## src/rtl/ram_stream_reader.sv

```systemverilog
// ram_stream_reader
// Streams a contiguous region of a single-port, synchronous-read data RAM
// (1-cycle read latency) out through a valid/ready interface in address order.
// The address pointer wraps modulo 2^ADDR_WIDTH. A 2-entry output FIFO
// decouples the RAM read pipeline from consumer back-pressure.
// Optional feature macro: RAM_READER_CHECKSUM_EN adds a running sum of every
// accepted word. When it is undefined, o_checksum is tied to zero.

module ram_stream_reader #(
  parameter int ADDR_WIDTH = 14,
  parameter int DATA_WIDTH = 32
) (
  input  logic                  i_clk,
  input  logic                  i_rst,
  input  logic                  i_start,
  input  logic [ADDR_WIDTH-1:0] i_baseAddress,
  input  logic [ADDR_WIDTH:0]   i_wordCount,
  output logic                  o_busy,
  output logic                  o_done,
  output logic [ADDR_WIDTH-1:0] o_address,
  output logic                  o_memWrite,
  input  logic [DATA_WIDTH-1:0] i_readData,
  output logic [DATA_WIDTH-1:0] o_outData,
  output logic                  o_outValid,
  input  logic                  i_outReady,
  output logic [DATA_WIDTH-1:0] o_checksum
);

  typedef enum logic [1:0] {
    S_IDLE,
    S_READ,
    S_DRAIN,
    S_DONE
  } state_t;

  state_t                r_state;
  state_t                w_nextState;

  logic [ADDR_WIDTH-1:0] r_pointer;
  logic [ADDR_WIDTH:0]   r_remaining;
  logic                  r_inFlight;

  logic [DATA_WIDTH-1:0] r_fifo [2];
  logic                  r_rdIdx;
  logic                  r_wrIdx;
  logic [1:0]            r_count;

  logic                  w_pop;
  logic                  w_issue;
  logic                  w_startAccept;
  logic [2:0]            w_pending;
  logic [1:0]            w_occAfter;

  // The reader never writes the RAM.
  assign o_memWrite    = 1'b0;
  assign o_address     = r_pointer;

  // The FIFO head is presented straight from registers.
  assign o_outData     = r_fifo[r_rdIdx];
  assign o_outValid    = (r_count != 2'd0);

  assign w_pop         = o_outValid && i_outReady;
  assign w_startAccept = (r_state == S_IDLE) && i_start;

  // Words that will be held or arriving after this edge; a new read is only
  // issued while that leaves room in the 2-entry FIFO.
  assign w_pending     = {1'b0, r_count} + {2'b00, r_inFlight} - {2'b00, w_pop};
  assign w_issue       = (r_state == S_READ) && (w_pending < 3'd2);
  assign w_occAfter    = r_count - {1'b0, w_pop};

  // Sweep state register.
  always_ff @(posedge i_clk or posedge i_rst) begin
    if (i_rst) begin
      r_state <= S_IDLE;
    end else begin
      r_state <= w_nextState;
    end
  end

  // Next-state selection and status outputs decoded from the current state.
  always_comb begin
    w_nextState = r_state;
    o_busy      = 1'b0;
    o_done      = 1'b0;
    case (r_state)
      S_IDLE: begin
        if (i_start) begin
          if (i_wordCount == '0) begin
            w_nextState = S_DONE;
          end else begin
            w_nextState = S_READ;
          end
        end
      end
      S_READ: begin
        o_busy = 1'b1;
        if (w_issue && (r_remaining == (ADDR_WIDTH + 1)'(1))) begin
          w_nextState = S_DRAIN;
        end
      end
      S_DRAIN: begin
        o_busy = 1'b1;
        if (!r_inFlight && (w_occAfter == 2'd0)) begin
          w_nextState = S_DONE;
        end
      end
      S_DONE: begin
        o_busy      = 1'b1;
        o_done      = 1'b1;
        w_nextState = S_IDLE;
      end
      default: begin
        w_nextState = S_IDLE;
      end
    endcase
  end

  // Address pointer and remaining-word counter; a zero-length sweep leaves
  // the pointer untouched so the RAM address does not move.
  always_ff @(posedge i_clk or posedge i_rst) begin
    if (i_rst) begin
      r_pointer   <= '0;
      r_remaining <= '0;
      r_inFlight  <= 1'b0;
    end else begin
      r_inFlight <= w_issue;
      if (w_startAccept && (i_wordCount != '0)) begin
        r_pointer   <= i_baseAddress;
        r_remaining <= i_wordCount;
      end else if (w_issue) begin
        r_pointer   <= r_pointer + ADDR_WIDTH'(1);
        r_remaining <= r_remaining - (ADDR_WIDTH + 1)'(1);
      end
    end
  end

  // Output FIFO: capture read data the cycle after issue, release on accept.
  always_ff @(posedge i_clk or posedge i_rst) begin
    if (i_rst) begin
      r_fifo[0] <= '0;
      r_fifo[1] <= '0;
      r_rdIdx   <= 1'b0;
      r_wrIdx   <= 1'b0;
      r_count   <= 2'd0;
    end else begin
      if (r_inFlight) begin
        r_fifo[r_wrIdx] <= i_readData;
        r_wrIdx         <= ~r_wrIdx;
      end
      if (w_pop) begin
        r_rdIdx <= ~r_rdIdx;
      end
      r_count <= r_count + {1'b0, r_inFlight} - {1'b0, w_pop};
    end
  end

`ifdef RAM_READER_CHECKSUM_EN
  logic [DATA_WIDTH-1:0] r_checksum;

  assign o_checksum = r_checksum;

  // Running sum of accepted words, cleared when a sweep is started.
  always_ff @(posedge i_clk or posedge i_rst) begin
    if (i_rst) begin
      r_checksum <= '0;
    end else if (w_startAccept) begin
      r_checksum <= '0;
    end else if (w_pop) begin
      r_checksum <= r_checksum + o_outData;
    end
  end
`else
  assign o_checksum = '0;
`endif

endmodule

```

## config.mk

```make
export PLATFORM = sky130hd
export DESIGN_NAME = ram_stream_reader
export DESIGN_NICKNAME = d
export VERILOG_FILES = /design/src/rtl/ram_stream_reader.sv
export SDC_FILE = /design/constraint.sdc
export NUM_CORES = 1
export LEC_CHECK = 0
export BUFFER_PORTS_ARGS = -buffer_cell sky130_fd_sc_hd__buf_4
export CORE_MARGIN = 4
export CORE_UTILIZATION = 55
export DETAILED_ROUTE_END_ITERATION = 6
export PLACE_DENSITY = 0.92
export SLEW_MARGIN = 20
export SYNTH_ARGS = -nofsm -noshare
export SYNTH_HDL_FRONTEND = slang
export SYNTH_SLANG_ARGS = --single-unit
```

## constraint.sdc

```tcl
create_clock -name i_clk -period 7.2 [get_ports i_clk]
set_clock_uncertainty 0.1 [all_clocks]
set_input_delay 0.72 -clock i_clk [delete_from_list [all_inputs] [get_ports i_clk]]
set_output_delay 0.72 -clock i_clk [all_outputs]
set_load 0.005 [all_outputs]
```

==> impl_results.md, run 1 <==
* Run status: finished, final reports clean
* Max cap viols at 0
* GRT Residual Overflow at 0
* Switch Pwr at 929 uW
* Rows at 34
* Avg Cell Area, Syn at 12.0 um2
* P&R area growth vs syn at 19.8%
* Hold slack at 0.315 ns
* Relative slew slack at 0.336
* Remaining antenna violation count at 0
* Area leader, netlist: dfrtp_1
* Die X at 104 um
* Port bufs at 113
* CTS Sinks at 100
* Starting Density at 0.575
* YS warnings at 0
* Global-route wire length before repair at 17.3 mm
* # H-tree levels at 3
* Global router's overall resource usage at 0.193
* Final Max Tran Viols at 0
* CTS Buffer Depth at 2
* #FFs+latches synth at 100
* Post-CTS Resized at 0
* Antenna violations before repair at 0
* Routed wire length at 10.4 mm
* PwrDens at 429 mW/mm2
* Total internal power at 1.70 mW
* Logic gate share of total power at 0.474
* Final min period at 3.03 ns
* Post-CTS Setup Inserts at 0
* Synth top area cells: dfrtp_1 (49%), mux2_2 (21%), buf_4 (5.0%), xnor2_1 (3.1%), nand2_1 (2.6%)
* Crit end category: flop
* Post-cts hold buffer count at 0
* 1st-pass router iterations at 4
* Core Util, Final at 0.690
* N_diodes at 0
* Top cells by count, synth: dfrtp_1 (100), mux2_2 (95), nand2_1 (36), buf_4 (34), xnor2_1 (18)
* Die height at 104 um
* DP HPWL at 7.61 mm
* WP data required at 7.33 ns
* Number of synthesized flops with an enable pin at 0
* Final setup fails at 0
* Post-Place Setup Slack at 3.85 ns
* F_max at 330 MHz
* Peak supply drop at 0.000211 V
* Register area share after synthesis at 0.489
* Post-Layout Cell Count at 648
* Num CTS Buffers at 9
* Clk root buf: clkbuf_8
* CTS tree: built
* Cell family with most CP delay: simple AND/OR/NAND/NOR gates
* Core footprint at 0.00889 mm2
* Flop pwr share at 0.398
* Setup CP Type: flop to flop
* Average wire per standard cell at 16.0 um
* Async SR Flop Fraction at 1.00
* R2R Setup Slk at 4.17 ns
* Type of the worst min-delay path: input pin to async pin
* Max FO, Critical Path at 5
* Reg clk slew, reported paths at 0.10 ns
* Via/cell ratio at 5.30
* Clk_lat worst skew at 0.35 ns
* Full die area at 0.0109 mm2
* Drt drc at 0
* Largest net degree at the start of global routing at 58
* Main synth FF type: dfrtp_1
* Setup ws final at 4.17 ns
* # IOs at 147
* Top-count cell post-synth: dfrtp_1
* Mapped Cells at 425
* Post-Route Setup TNS at 0 ns
* Sw frac at 0.353
* Vias in the first global route at 3667
* Placed Instance Area at 0.00595 mm2
* GP Congestion at 0.785
* Crit start category: flop
* Nets at 611
* Distinct cell type count after synthesis at 42
* Post-route clock period utilization at 0.421
* Pin slew with the least headroom to its limit at 0.994 ns
* Share of cells above drive strength 1 at 0.448
* Detailed Route Iter0 Violations at 102
* WP buf/inv at 0
* CP Cell Sequence: nand3b_1, o21ai_0, ha_1, fa_1, nor4b_4, nand4b_4, nor4_1, xnor2_1, o21ai_1
* Cell count after placement at 632
* RSZ-0062 raised after global routing: false
* Power Total at 2.63 mW
* Final Hold Vio Count at 0
* Worst path slowest cell: dfrtp_1
* Via count at 3433
* Critical Path AT at 3.16 ns
* CP peak stage delay at 0.53 ns
* Final Instance Area at 0.00613 mm2
* Share of the synthesized area in the top cell type at 0.489
* Clock Power Share at 0.128
* Leakage Power at 2.78 nW
* Cell Area, Synth at 0.00512 mm2
layer usage:
metal	vias up	global-route usage	share of wire
met2	105	0.342	0.51
met5	-	0	0
met3	9	0.0410	0.050
met1	1693	0.240	0.43
met4	0	0.0465	0.011
li1	1626	-	-
logic make-up (layout without fill, tap and decap cells):
group           after synthesis  in the layout  synth area share
compound gates               34             34            0.0374
mux                         100            100             0.219
simple gates                 88             88            0.0993
flops                       100            100             0.489
xor+xnor                     31             31            0.0567
other cells                   1             33          0.000733
fa+ha+maj                    11             11            0.0284
buf+inv                      60            143            0.0690
final timing paths:
path / cells after the start / start / end
worst min register to register: 1 / r_rdIdx / r_rdIdx
worst min-delay path: 2 / i_rst / r_fifo[9]
worst max-delay path: 9 / r_count[1] / r_remaining[8]
min in group i_clk: 1 / r_rdIdx / r_rdIdx
worst max register to register: 9 / r_count[1] / r_remaining[8]
max in group asynchronous: 3 / i_rst / r_rdIdx
layout make-up:
class / count / area, um2
fillers: 660 / 2760
flip-flops and latches: 100 / 2500
multi-input cells: 297 / 2390
repair buffers: 118 / 886
well taps: 108 / 135
clock buffers: 9 / 124
clock inverters: 7 / 58.8
inverters: 9 / 36.3
cell usage in the layout (no fill, tap or decap), types with 3 or more instances in the layout:
cell type | synthesis | layout
xnor2_1 | 18 | 18
buf_4 | 34 | 118
ha_1 | 10 | 10
o21ai_1 | 10 | 10
mux2i_1 | 3 | 3
nor2_1 | 7 | 7
mux2_2 | 95 | 95
nand4_1 | 4 | 4
nor3_1 | 8 | 8
dfrtp_1 | 100 | 100
clkbuf_8 | 0 | 9
o21ai_0 | 17 | 17
nand2_1 | 36 | 36
xor2_1 | 12 | 12
nand3_1 | 9 | 9
nor4_1 | 6 | 6
inv_1 | 9 | 8
and3_1 | 3 | 3
conb_1 | 1 | 33
power by group through the flow:
stage / registers, mW / clock network, mW / logic, mW
finish: 1.05 / 0.337 / 1.25
floorplan: 1.00 / 0 / 0.828
global placement: 1.03 / 0 / 1.22
CTS: 1.05 / 0.350 / 1.27
global route: 1.08 / 0.371 / 1.37
detailed placement: 1.06 / 0 / 1.26
state kept, by name, summed over array words and instances (netlist names):
| name | flops |
|---|---|
| o_address | 14 |
| r_count | 2 |
| r_fifo | 64 |
| r_inFlight | 1 |
| r_rdIdx | 1 |
| r_remaining | 15 |
| r_state | 2 |
| r_wrIdx | 1 |
worst reg2reg max path, cell delays in order (launching register included):
cell      delay (ns)
dfrtp_1         0.53
nand3b_1        0.21
o21ai_0         0.16
ha_1            0.21
fa_1            0.51
nor4b_4         0.48
nand4b_4        0.20
nor4_1          0.28
xnor2_1         0.16
o21ai_1         0.08
(Power assumes the default switching activity.)
==> inputs of run 2 (changes only) <==
--- a/config.mk
+++ b/config.mk
@@ -7,9 +7,9 @@
 export LEC_CHECK = 0
 export BUFFER_PORTS_ARGS = -buffer_cell sky130_fd_sc_hd__buf_4
 export CORE_MARGIN = 4
-export CORE_UTILIZATION = 55
+export CORE_UTILIZATION = 52
 export DETAILED_ROUTE_END_ITERATION = 6
-export PLACE_DENSITY = 0.92
+export PLACE_DENSITY = 0.88
 export SLEW_MARGIN = 20
 export SYNTH_ARGS = -nofsm -noshare
 export SYNTH_HDL_FRONTEND = slang
==> constraint.sdc (replaced) <==
create_clock -name i_clk -period 3.2 [get_ports i_clk]
set_clock_uncertainty 0.1 [all_clocks]
set_input_delay 0.32 -clock i_clk [delete_from_list [all_inputs] [get_ports i_clk]]
set_output_delay 0.32 -clock i_clk [all_outputs]
set_load 0.005 [all_outputs]
==> impl_results.md, run 2 (same netlist as run 1, synthesis figures left out) <==
* GRT Residual Overflow at 0
* RSZ-0062 raised after global routing: false
* Die height at 107 um
* CP Cell Sequence: nand3b_1, o21ai_0, ha_1, fa_1, nor4b_4, buf_4, nand3_4, nor4_1, xnor2_1, o21ai_1
* Num CTS Buffers at 9
* # IOs at 147
* Worst path slowest cell: fa_1
* Remaining antenna violation count at 0
* Final Max Tran Viols at 0
* CTS Buffer Depth at 2
* Crit end category: flop
* PwrDens at 962 mW/mm2
* Core Util, Final at 0.661
* CTS tree: built
* Average wire per standard cell at 15.5 um
* Critical Path AT at 3.14 ns
* Port bufs at 113
* Final setup fails at 0
* Run status: finished, final reports clean
* Die X at 107 um
* Crit start category: flop
* Filler cell count at 738
* P&R area growth vs syn at 21.6%
* 1st-pass router iterations at 4
* Worst setup path end: r_remaining[11]
* Crit. Startpoint: r_count[1]
* Core footprint at 0.00942 mm2
* R2R Setup Slk at 0.19 ns
* Pin slew with the least headroom to its limit at 0.959 ns
* CTS Sinks at 100
* Max FO, Critical Path at 5
* Drt drc at 0
* Setup CP Type: flop to flop
* Most common cell after layout, fill and taps aside: buf_4
* Nets at 614
* Largest net degree at the start of global routing at 55
* Reg-to-Reg End: r_remaining[11]
* F_max at 333 MHz
* Global router's overall resource usage at 0.179
* R2R depth at 10
* WP data required at 3.33 ns
* Antenna violations before repair at 0
* Clk root buf: clkbuf_8
* Via/cell ratio at 5.18
* Full die area at 0.0115 mm2
* Biggest register: r_fifo
* Max cap viols at 0
* Via count at 3484
* Final Hold Vio Count at 0
* Post-Route Setup TNS at 0 ns
* GP Congestion at 0.800
* DP HPWL at 7.41 mm
* Setup ws final at 0.194 ns
* Relative slew slack at 0.359
* Vias in the first global route at 3537
* Commonest non-fill, non-tap cells in the layout: buf_4 (119), dfrtp_1 (99), mux2_2 (95)
* Post-Place Setup Slack at 0.112 ns
* Starting Density at 0.543
* Type of the worst min-delay path: input pin to flop
* Rows at 35
* CP peak stage delay at 0.56 ns
* Share of cells above drive strength 1 at 0.457
* Final min period at 3.01 ns
* Peak supply drop at 0.000546 V
* # H-tree levels at 3
* Clk_lat worst skew at 0.36 ns
* N_diodes at 0
* Leakage Power at 2.81 nW
* Max FFs per register at 64
* Detailed Route Iter0 Violations at 146
* Global-route wire length before repair at 16.6 mm
* Reg clk slew, reported paths at 0.10 ns
* Post-route clock period utilization at 0.939
* Worst r2r src: r_count[1]
* Routed wire length at 10.4 mm
## run 2: power by group
part | internal [mW] | leakage, nW | switching, mW
clock | 0.366 | 0.100 | 0.438
combinational | 1.66 | 1.50 | 1.17
sequential | 1.90 | 1.21 | 0.462
total | 3.92 | 2.81 | 2.07
## run 2: layer usage
layer  track usage  vias to the layer above  part of all wire
met5             0                        -                 0
met4        0.0566                        0             0.010
met3        0.0313                       12             0.065
met2         0.307                      120              0.50
met1         0.232                     1722              0.42
li1              -                     1630                 -
## run 2: worst max-delay path: cells and delay by family (launching register included)
family / cells / cell delay (ns)
simple gates: 4 / 0.90
buf+inv: 1 / 0.19
fa+ha+maj: 2 / 0.81
xor+xnor: 1 / 0.16
compound gates: 2 / 0.25
flops: 1 / 0.47
## run 2: worst min path at each step
| stage | startpoint | endpoint | slack, ns | cells past startpoint |
|---|---|---|---|---|
| global placement | i_rst | r_fifo[31] | 0.33 | 2 |
| CTS | i_baseAddress[9] | o_address[9] | 0.04 | 3 |
| floorplan | i_baseAddress[0] | o_address[0] | 0.34 | 2 |
| finish | i_baseAddress[9] | o_address[9] | 0.05 | 3 |
| detailed placement | i_rst | r_fifo[63] | 0.34 | 2 |
| global route | i_baseAddress[9] | o_address[9] | 0.04 | 3 |
## run 2: timing repair
action / CTS / global route
setup buffers: 0 / 1
endpoints found under the hold margin: 46 / 0
resized for setup: 0 / 3
setup endpoints to repair: 0 / 6
hold buffers: 1 / 0
## run 2: through the flow
stage                     hold slack [ns]  total power, mW  instances  instance area [um2]
after global placement              0.331             5.06        654                 5990
after detailed placement            0.344             5.20        654                 5990
after global routing               0.0448             6.42        672                 6220
after floorplan                     0.337             4.12        457                 5240
after CTS                          0.0405             6.03        671                 6200
final                              0.0525             5.99        672                 6220
## run 2: layout make-up
| type | instances | area (um2) | area share |
|---|---|---|---|
| tap | 129 | 161 | 0.0259 |
| multi-input combinational | 297 | 2400 | 0.386 |
| inverter | 9 | 36.3 | 0.00583 |
| clock buffer | 9 | 124 | 0.0199 |
| clock inverter | 7 | 73.8 | 0.0119 |
| timing repair buffer | 121 | 923 | 0.148 |
| sequential | 100 | 2500 | 0.402 |
==> inputs of run 3 (changes only) <==
--- a/config.mk
+++ b/config.mk
@@ -9,7 +9,7 @@
 export CORE_MARGIN = 4
 export CORE_UTILIZATION = 52
 export DETAILED_ROUTE_END_ITERATION = 6
-export PLACE_DENSITY = 0.88
+export PLACE_DENSITY = 0.8
 export SLEW_MARGIN = 20
 export SYNTH_ARGS = -nofsm -noshare
 export SYNTH_HDL_FRONTEND = slang
==> impl_results.md, run 3 (same netlist as run 1, synthesis figures left out) <==
* Num CTS Buffers at 9
* Max FO, Critical Path at 5
* Worst path slowest cell: fa_1
* Type of the worst min-delay path: input pin to async pin
* CTS tree: built
* Rows at 35
* 1st-pass router iterations at 4
* Port bufs at 113
* Via count at 3394
* P&R area growth vs syn at 21.4%
* DP HPWL at 7.32 mm
* Largest net degree at the start of global routing at 89
* Pin slew with the least headroom to its limit at 1.01 ns
* Run status: finished, violations left
* WP buf/inv at 0
* Clk root buf: clkbuf_8
* Routed wire length at 10.2 mm
* R2R Setup Slk at 0.30 ns
* WP data required at 3.34 ns
* Critical Path AT at 3.04 ns
* Final min period at 2.90 ns
* Max FFs per register at 64
* Commonest non-fill, non-tap cells in the layout: buf_4 (121), dfrtp_1 (100), mux2_2 (95)
* Die height at 107 um
* Final setup fails at 0
* GRT Residual Overflow at 0
* Filler cell count at 731
* CP Cell Sequence: nand3b_1, o21ai_0, ha_1, fa_1, nor4b_4, nand4b_4, nor4_1, xnor2_1, o21ai_1
* Final Hold Vio Count at 10
* Post-Place Setup Slack at 0.282 ns
* Post-CTS Setup Inserts at 0
* Met1 usage in global routing at 0.257
* Detailed Route Iter0 Violations at 132
* Cell family with most CP delay: simple AND/OR/NAND/NOR gates
* # H-tree levels at 3
* Full die area at 0.0115 mm2
* Post-Route Setup TNS at 0 ns
* Crit end category: flop
* Met2 Use GR at 0.287
* F_max at 345 MHz
* Final Max Tran Viols at 0
* Vias in the first global route at 3514
* Clk_lat worst skew at 0.37 ns
* Post-CTS Resized at 0
* Placed Instance Area at 0.00600 mm2
* Max cap viols at 0
* Top Usage Layer GRT: met2
* Post-cts hold buffer count at 0
* CTS Buffer Depth at 2
* Worst r2r src: r_count[0]
* CP peak stage delay at 0.50 ns
* Global-route wire length before repair at 16.9 mm
* GP Congestion at 0.809
* Average wire per standard cell at 15.1 um
* Core footprint at 0.00942 mm2
* Failing checks: hold timing
* Reg-to-Reg End: r_remaining[8]
* Nets at 614
* Starting Density at 0.543
* Leakage Power at 2.81 nW
* Drt drc at 0
* RSZ-0062 raised after global routing: false
* PwrDens at 968 mW/mm2
* R2R depth at 9
* Hold slack at -0.0156 ns
* Relative slew slack at 0.328
* Share of cells above drive strength 1 at 0.451
* Crit start category: flop
* Via/cell ratio at 5.05
* M3 GR Usage at 0.0476
* Die X at 107 um
* CTS Sinks at 100
* Global router's overall resource usage at 0.184
* # IOs at 147
* N_diodes at 0
* Setup ws final at 0.303 ns
* Reg clk slew, reported paths at 0.10 ns
* Setup CP Type: flop to flop
* Antenna violations before repair at 0
* Power Total at 6.01 mW
* Peak supply drop at 0.000471 V
* Biggest register: r_fifo
* Final Instance Area at 0.00621 mm2
* Post-route clock period utilization at 0.905
* Remaining antenna violation count at 0
* Most common cell after layout, fill and taps aside: buf_4
-- run 3: cell types whose count changed in the layout (fill, tap and decap cells not counted), sizes merged --
| cell | previous run | this run |
|---|---|---|
| clkinv | 3 | 2 |
| clkinvlp | 1 | 0 |
| inv | 11 | 13 |
| buf | 120 | 121 |
| dlygate4sd3 | 1 | 0 |
-- run 3: report_power, final --
group / total, mW / switching (mW) / leakage, nW / internal (mW)
clock network: 0.855 / 0.474 / 0.108 / 0.381
registers: 2.33 / 0.431 / 1.21 / 1.90
logic: 2.83 / 1.17 / 1.50 / 1.66
-- run 3: worst max-delay path by stage --
stage	endpoint	start	slack [ns]	depth (start not counted)
final	r_remaining[8]	r_count[0]	0.30	9
after global routing	r_remaining[11]	r_count[0]	0.02	9
after CTS	r_remaining[11]	r_count[0]	0.27	9
after detailed placement	r_remaining[11]	i_outReady	0.28	10
after global placement	r_remaining[11]	i_outReady	0.39	10
after floorplan	o_address[0]	i_rst	0.16	1
-- run 3: stage by stage --
step,std cells,util
5_1_grt,672,0.660
6_report,672,0.660
2_1_floorplan,457,-
4_1_cts,672,0.659
3_3_place_gp,656,0.637
3_5_place_dp,656,0.637
-- run 3: cell type report --
| type | count | area [um2] | area share |
|---|---|---|---|
| Tap cell | 129 | 161 | 0.0260 |
| Multi-Input combinational cell | 297 | 2390 | 0.385 |
| Clock inverter | 7 | 87.6 | 0.0141 |
| Timing Repair Buffer | 121 | 908 | 0.146 |
| Clock buffer | 9 | 124 | 0.0199 |
| Sequential cell | 100 | 2500 | 0.403 |
| Inverter | 9 | 38.8 | 0.00624 |
-- run 3: per-layer routing --
layer / part of all wire / routed length [um]
met5: 0 / 0
met4: 0.012 / 121
met3: 0.062 / 628
met2: 0.46 / 4720
met1: 0.46 / 4700
